File: src/rtl/ctrl_fsm.sv
// ctrl_fsm: multi-cycle instruction sequencer (IDLE/EXEC/MEM/WB/BRANCH) with a memory-ack timeout.
// Define CTRL_FSM_BLT_EN to execute BLT as a conditional branch; otherwise BLT decodes as illegal.
module ctrl_fsm #(
  parameter int FUNC_W      = 4,
  parameter int ALU_SEL_W   = 3,
  parameter int MEM_TIMEOUT = 15
) (
  input  logic                 clk,
  input  logic                 rst,
  input  logic [FUNC_W-1:0]    func,
  input  logic                 instr_valid,
  output logic                 instr_ready,
  input  logic                 zero_fl,
  input  logic                 neg_fl,
  input  logic                 overflow_fl,
  input  logic                 mem_ack,
  output logic [ALU_SEL_W-1:0] alu_ctrl,
  output logic                 alu_flag,
  output logic                 rs1_out,
  output logic                 rs2_out,
  output logic                 rs11_out,
  output logic                 memaddr_in,
  output logic                 memdata_out,
  output logic                 mem_req,
  output logic                 mem_we,
  output logic                 reg_we,
  output logic                 branch_sel,
  output logic                 pc_inc,
  output logic                 err
);

  typedef enum logic [2:0] {S_IDLE, S_EXEC, S_MEM, S_WB, S_BRANCH} state_t;
  typedef enum logic [2:0] {K_ALU, K_ADDSUB, K_BEQ, K_BLT, K_LB, K_SB, K_JMP, K_ILL} kind_t;

  state_t     r_state;
  state_t     w_next;
  logic [3:0] r_op;
  logic       r_illegal;
  logic [7:0] r_cnt;
  logic       r_ovf;
  logic       w_func_hi_nz;
  logic       w_accept;
  kind_t      w_kind;
  logic [2:0] w_alu_sel;
  logic       w_alu_flag;

  generate
    if (FUNC_W > 4) begin : g_wide
      assign w_func_hi_nz = |func[FUNC_W-1:4];
    end else begin : g_narrow
      assign w_func_hi_nz = 1'b0;
    end
  endgenerate

  assign w_accept = (r_state == S_IDLE) && instr_valid;

  // Opcode class and ALU select from the captured opcode.
  always_comb begin
    w_kind     = K_ALU;
    w_alu_sel  = 3'b000;
    w_alu_flag = 1'b0;
    casez (r_op)
      4'b1000: w_alu_flag = 1'b1;
      4'b?011: begin w_kind = K_ADDSUB; w_alu_sel = 3'b011; w_alu_flag = r_op[3]; end
      4'b?100: begin w_alu_sel = 3'b100; w_alu_flag = r_op[3]; end
      4'b?101: begin w_kind = K_BEQ; w_alu_sel = 3'b011; w_alu_flag = 1'b1; end
`ifdef CTRL_FSM_BLT_EN
      4'b?001: begin w_kind = K_BLT; w_alu_sel = 3'b011; w_alu_flag = 1'b1; end
`else
      4'b?001: w_kind = K_ILL;
`endif
      4'b?010: w_kind = K_LB;
      4'b?110: w_kind = K_SB;
      4'b0111: w_kind = K_JMP;
      default: w_kind = K_ALU; // NAND 0000 and MOV 1111
    endcase
    if (r_illegal) begin
      w_kind     = K_ILL;
      w_alu_sel  = 3'b000;
      w_alu_flag = 1'b0;
    end
  end

`ifndef CTRL_FSM_BLT_EN
  logic w_unused_neg;
  assign w_unused_neg = neg_fl;
`endif

  // NOTE: sequential state uses non-blocking assignments only; blocking here would race with readers.
  always_ff @(posedge clk or posedge rst) begin
    if (rst) begin
      r_state   <= S_IDLE;
      r_op      <= 4'd0;
      r_illegal <= 1'b0;
      r_cnt     <= 8'd0;
      r_ovf     <= 1'b0;
    end else begin
      r_state <= w_next;
      if (w_accept) begin
        r_op      <= func[3:0];
        r_illegal <= w_func_hi_nz;
      end
      if (r_state == S_EXEC) begin
        r_cnt <= 8'd0;
        r_ovf <= (w_kind == K_ADDSUB) && overflow_fl;
      end else if (r_state == S_MEM) begin
        r_cnt <= r_cnt + 8'd1;
      end
    end
  end

  // NOTE: every output and w_next gets a default before the case, so no latch can be inferred.
  always_comb begin
    w_next      = r_state;
    instr_ready = 1'b0;
    alu_ctrl    = '0;
    alu_flag    = 1'b0;
    rs1_out     = 1'b0;
    rs2_out     = 1'b0;
    rs11_out    = 1'b0;
    memaddr_in  = 1'b0;
    memdata_out = 1'b0;
    mem_req     = 1'b0;
    mem_we      = 1'b0;
    reg_we      = 1'b0;
    branch_sel  = 1'b0;
    pc_inc      = 1'b0;
    err         = 1'b0;
    case (r_state)
      S_IDLE: begin
        instr_ready = ~rst;
        if (instr_valid) w_next = S_EXEC;
      end
      S_EXEC: begin
        rs1_out       = 1'b1;
        rs2_out       = 1'b1;
        alu_ctrl[2:0] = w_alu_sel;
        alu_flag      = w_alu_flag;
        case (w_kind)
          K_ALU, K_ADDSUB: w_next = S_WB;
          K_LB, K_SB:      w_next = S_MEM;
          K_JMP:           w_next = S_BRANCH;
          K_BEQ: begin
            w_next = zero_fl ? S_BRANCH : S_IDLE;
            pc_inc = ~zero_fl;
          end
`ifdef CTRL_FSM_BLT_EN
          K_BLT: begin
            w_next = (neg_fl ^ overflow_fl) ? S_BRANCH : S_IDLE;
            pc_inc = ~(neg_fl ^ overflow_fl);
          end
`endif
          default: begin
            err    = 1'b1;
            pc_inc = 1'b1;
            w_next = S_IDLE;
          end
        endcase
      end
      S_MEM: begin
        mem_req    = 1'b1;
        memaddr_in = 1'b1;
        if (w_kind == K_SB) begin
          mem_we      = 1'b1;
          memdata_out = 1'b1;
          rs11_out    = 1'b1;
        end
        // An ack in the timeout cycle still completes the transfer normally.
        if (mem_ack) begin
          w_next = (w_kind == K_SB) ? S_IDLE : S_WB;
          pc_inc = (w_kind == K_SB);
        end else if (r_cnt == 8'(MEM_TIMEOUT - 1)) begin
          err    = 1'b1;
          pc_inc = 1'b1;
          w_next = S_IDLE;
        end
      end
      S_WB: begin
        reg_we = 1'b1;
        pc_inc = 1'b1;
        err    = r_ovf;
        w_next = S_IDLE;
      end
      S_BRANCH: begin
        branch_sel = 1'b1;
        w_next     = S_IDLE;
      end
      default: w_next = S_IDLE;
    endcase
  end

endmodule
File: config.mk
export PLATFORM = sky130hd
export DESIGN_NAME = ctrl_fsm
export DESIGN_NICKNAME = d
export VERILOG_FILES = /design/src/rtl/ctrl_fsm.sv
export SDC_FILE = /design/constraint.sdc
export NUM_CORES = 1
export LEC_CHECK = 0
export CORE_MARGIN = 8
export CORE_UTILIZATION = 50
export CTS_BUF_LIST = sky130_fd_sc_hd__clkbuf_2 sky130_fd_sc_hd__clkbuf_4 sky130_fd_sc_hd__clkbuf_8
export DETAILED_ROUTE_END_ITERATION = 6
export HOLD_SLACK_MARGIN = 0.05
export PLACE_DENSITY = 0.8
export SETUP_SLACK_MARGIN = 0.15
export SLEW_MARGIN = 30
export SYNTH_ARGS = -nofsm -noshare
export SYNTH_HDL_FRONTEND = slang
export SYNTH_SLANG_ARGS = --single-unit
File: constraint.sdc
create_clock -name clk -period 2.1 [get_ports clk]
set_clock_uncertainty 0.15 [all_clocks]
set_input_delay 0.21 -clock clk [delete_from_list [all_inputs] [get_ports clk]]
set_output_delay 0.21 -clock clk [all_outputs]
set_load 0.01 [all_outputs]
# After elaboration in Yosys (flattened, before gate mapping)

Index checks and enable logic that the tools add are counted.
W data, S select, Z words.

Flip-flop bits (word level): 16
Input port bits: 11
Word-level logic and storage cells: 68

$add $sub $neg: 1
Equality and inequality tests: 20
Mux-type cells: 28
Bitwise logic cells: 2
Reductions and logical operators: 13

Operator list:

| kind                  | number |
|---|---|
| $eq A3 B3 Y1 const B  | 7 |
| $pmux W3 S6           | 1 |
| $mux W8               | 2 |
| $eq A3 B2 Y1 const B  | 5 |
| $mux W3               | 5 |
| $mux W1               | 12 |
| $pmux W3 S4           | 1 |
| $reduce_or A2 Y1      | 5 |
| $eq A3 B1 Y1 const B  | 3 |
| $pmux W3 S3           | 1 |
| $add A8 B1 Y8 const B | 1 |
| $eq A8 B4 Y1 const B  | 1 |
| $logic_not A3 Y1      | 2 |
| $pmux W1 S3           | 2 |
| $pmux W3 S2           | 1 |
| $reduce_or A6 Y1      | 1 |
| $reduce_or A5 Y1      | 1 |
| $eq A4 B3 Y1 const B  | 1 |
| $eq A4 B4 Y1 const B  | 1 |
| $pmux W1 S2           | 2 |
| $ne A3 B2 Y1 const B  | 1 |
| $logic_and A1 B1 Y1   | 2 |
| $mux W2               | 1 |
| $ne A2 B2 Y1 const B  | 1 |
| other kinds (3)       | 4 |

# Depth between registers and ports, before layout

Depth in word-level cells: 6
Depth in mapped cells: 8
Mapped depth without buffers: 6

# Worst setup path after synthesis

OpenSTA, ideal clock, no wires.

Path type: flip-flop to output port
From: register r_cnt[0]
To: output port pc_inc
Arrival: 1677 ps
Data required time: 1740 ps
Path slack: 63 ps
Cell stages (with the launch flop): 6
Buffers on the path: 0
Path through: dfrtp_1 inv_1 ha_1 nor4b_1 nand4_1 a2111oi_0

Word-level cells in the longest chain between the ends: 4

RTL lines:

| element                | RTL line | source |
|---|---|---|
| from (decl)            | 39       | `logic [7:0] r_cnt;` |
| from (signal assigned) | 107      | `r_cnt <= r_cnt + 8'd1;` |
| $eq A8 B4 Y1           | 172      | `end else if (r_cnt == 8'(MEM_TIMEOUT - 1)) begin` |
| $mux W1                | 172      |  |
| $mux W1                | 169      | `if (mem_ack) begin` |
| $pmux W1 S3            | 129      | `case (r_state)` |
| to (decl)              | 28       | `output logic pc_inc,` |

Every way passes these cells.

# Worst setup path after layout

Ends and elaborated chain as after synthesis.

==> metrics.md <==
| Metric | Value |
|---|---|
| Max-Slew Margin vs Limit | 57.9% |
| Pwr Density | 1190 nW/um^2 |
| Syn Inst Count | 114 |
| Vias in the first global route | 1016 |
| VDD IR-drop max | 0.000891 V |
| Antenna violations before repair | 0 |
| Htree depth | 1 |
| Status | complete, but fails checks |
| Die width | 61.5 um |
| Seq/Total Area, Yosys | 38.6% |
| Slowest cell on the critical path | dfrtp_1 |
| DR iter-0 viols | 30 |
| Worst Setup Path Type | reg -> out |
| Final critical-path setup slack | -0.0682 ns |
| Top-count cell post-synth | dfrtp_1 |
| Final Hold Fails | 0 |
| Sink Count | 16 |
| CP Cell Sequence | inv_1 -> ha_2 -> nor4b_4 -> nand4_1 -> a2111oi_2 -> buf_2 |
| Post-synth cell types | 41 |
| Violated checks | setup timing |
| R2R Setup Slk | 0.37 ns |
| Minimum clock period | 2.17 ns |
| Total GRT Usage | 17.1% |
| Max Freq | 461 MHz |
| Clock Tree Buf Depth | 2 |
| Cell area after synthesis | 1040 um^2 |
| P_leak | 0.700 nW |
| Nature of the critical path startpoint | flop |
| Root buffer cell | clkbuf_4 |
| Post-detailed-route count of antenna-violating nets | 0 |
| Yosys top cell area share | 38.6% |
| Number of synthesized register bits | 16 |
| Worst flop-to-flop path startpoint | r_state[0] |
| DRT Wirelength | 3000 um |
| Layout cell share with drive strength beyond 1 | 37.4% |
| Hold WC Path Type | in -> async |
| CORE AREA | 1960 um^2 |
| RSZ-0062 raised after global routing | true |
| Global-route wire length before repair | 4800 um |
| Synthesis Warnings | 0 |
| Die area | 3780 um^2 |
| Slew @ Worst Pin | 0.630 ns |
| Power Total | 1.75 mW |
| Net count, final | 170 |
| TritonRoute pass-1 iters | 4 |
| Mean routed wirelength per cell | 16.5 um |
| P&R area growth vs syn | 41.4% |
| Post-synthesis async set-or-reset flop share | 100% |
| Post-synth EDFFs | 0 |
| CTS Buf Count | 3 |
| CP required | 1.74 ns |
| Crit-path max cell delay | 0.39 ns |
| Clock transition at the registers of the reported paths | 0.09 ns |
| GP Congestion | 0.874 |
| Synth top area cells | dfrtp_1 (39%), o21ai_0 (5.8%), buf_4 (4.3%) |
| GR Overflow Total | 0 |
| Via count | 1051 |
| Initial core utilization | 52.8% |
| Worst-Skew Late Latency | 0.29 ns |
| Top Ports | 27 |
| Fin Hold WS | 0.203 ns |
| Fin. max-slew vios | 0 |
| Drt drc | 0 |
| Final setup viols | 2 |
| CP max FO | 2 |
| Tcrit/Tclk final | 103% |
| Dpl hpwl | 2310 um |
| Critical path startpoint | r_cnt[0] |
| Area leader, netlist | dfrtp_1 |
| Mapped Nets | 127 |
| Die Y | 61.5 um |
| Main synth FF type | dfrtp_1 |
| Hold_buf cts | 0 |
| Max-Cap Viols | 0 |
| Crit path arrival time | 1.81 ns |
| # diodes | 0 |
| Mean post-synth cell area | 9.09 um^2 |
| CTS tree | built |
| Top post-synthesis cells by count | dfrtp_1 (16), o21ai_0 (12), nand2_1 (10) |
| I/O Buffers | 25 |
| Pin count of the biggest net entering global routing | 17 |
| Vias per cell | 5.77 |
| Nature of the critical path endpoint | output pin |
| Site Rows | 16 |
[flip-flops by register name (all words and copies together) (netlist names)]
register and cells:
r_cnt 8, r_op 4, r_state 3, r_ovf 1
[cell usage in the layout, fill, tap and decap left out, types with 3 or more instances in the layout]
| cell | count |
|---|---|
| nor2_1 | 6 |
| dlygate4sd2_1 | 4 |
| o21ai_0 | 12 |
| mux2_2 | 4 |
| dfrtp_1 | 15 |
| clkdlybuf4s50_1 | 10 |
| inv_1 | 4 |
| clkbuf_4 | 3 |
| a21oi_1 | 4 |
| clkbuf_2 | 5 |
| nand3_1 | 3 |
| nand4_1 | 3 |
| nand2_1 | 10 |
| buf_4 | 24 |
| and3_1 | 3 |
| buf_2 | 4 |
[power by group]
group | leakage [nW] | total (mW) | internal, mW | switching [mW]
sequential | 0.208 | 0.475 | 0.402 | 0.0722
clock | 0.0138 | 0.162 | 0.0667 | 0.0949
combinational | 0.479 | 1.11 | 0.544 | 0.569
[kinds of logic (layout without fill, tap and decap cells)]
kind of cell | Yosys count | count (layout) | share of synthesized area (%)
buf+inv | 18 | 59 | 11.1
xor+xnor | 1 | 1 | 0.846
flops | 16 | 16 | 38.6
compound gates | 28 | 28 | 16.7
fa+ha+maj | 2 | 2 | 2.42
simple gates | 45 | 45 | 26.0
mux | 4 | 4 | 4.35
[layout make-up]
type / instances / area [um^2]
clock buffer: 3 / 22.5
fill: 154 / 497
inverter: 6 / 35.0
multi-input combinational: 80 / 578
sequential: 16 / 402
tap: 27 / 33.8
timing repair buffer: 50 / 394
[worst max-delay path: cells and delay by family, from the launching register on]
| family | cells | cell delay, ns |
|---|---|---|
| AOI/OAI and AO/OA | 1 | 0.31 |
| adders and majority gates | 1 | 0.17 |
| buffers and inverters | 2 | 0.25 |
| DFF | 1 | 0.39 |
| and+or+nand+nor | 2 | 0.40 |
[per-layer routing]
metal | vias to the layer above | GRT usage [%] | part of all wire, %
li1 | 497 | - | -
met1 | 494 | 20.2 | 39
met2 | 53 | 29.2 | 51
met3 | 7 | 3.13 | 8.2
met4 | 0 | 7.47 | 2.2
met5 | - | 0 | 0
[stage by stage]
step           setup slack (ns)  setup TNS, ns  cells  util [%]  area, um^2
2_1_floorplan             0.182              0    114         -        1040
3_3_place_gp             -0.279         -0.410    177      72.1        1410
3_5_place_dp             -0.338         -0.514    177      72.1        1410
4_1_cts                 -0.0432        -0.0432    180      74.4        1460
5_1_grt                  -0.168         -0.272    182      74.7        1470
6_report                -0.0682        -0.0758    182      74.7        1470
[worst paths after layout]
| check | endpoint | cells past startpoint |
|---|---|---|
| max in group asynchronous | r_state[0] | 2 |
| min reg2reg | r_op[3] | 1 |
| max reg2reg | r_cnt[7] | 6 |
| min | r_cnt[4] | 2 |
| max | pc_inc | 6 |
| min in group clk | r_op[0] | 2 |
[repair_timing]
action,in CTS,in global routing
endpoints found under the setup margin,15,11
endpoints found under the hold margin,0,0
pin swaps,1,4
setup buffers,0,2
gates resized for setup,43,15
No activity file was read; power rests on OpenSTA's default activity.
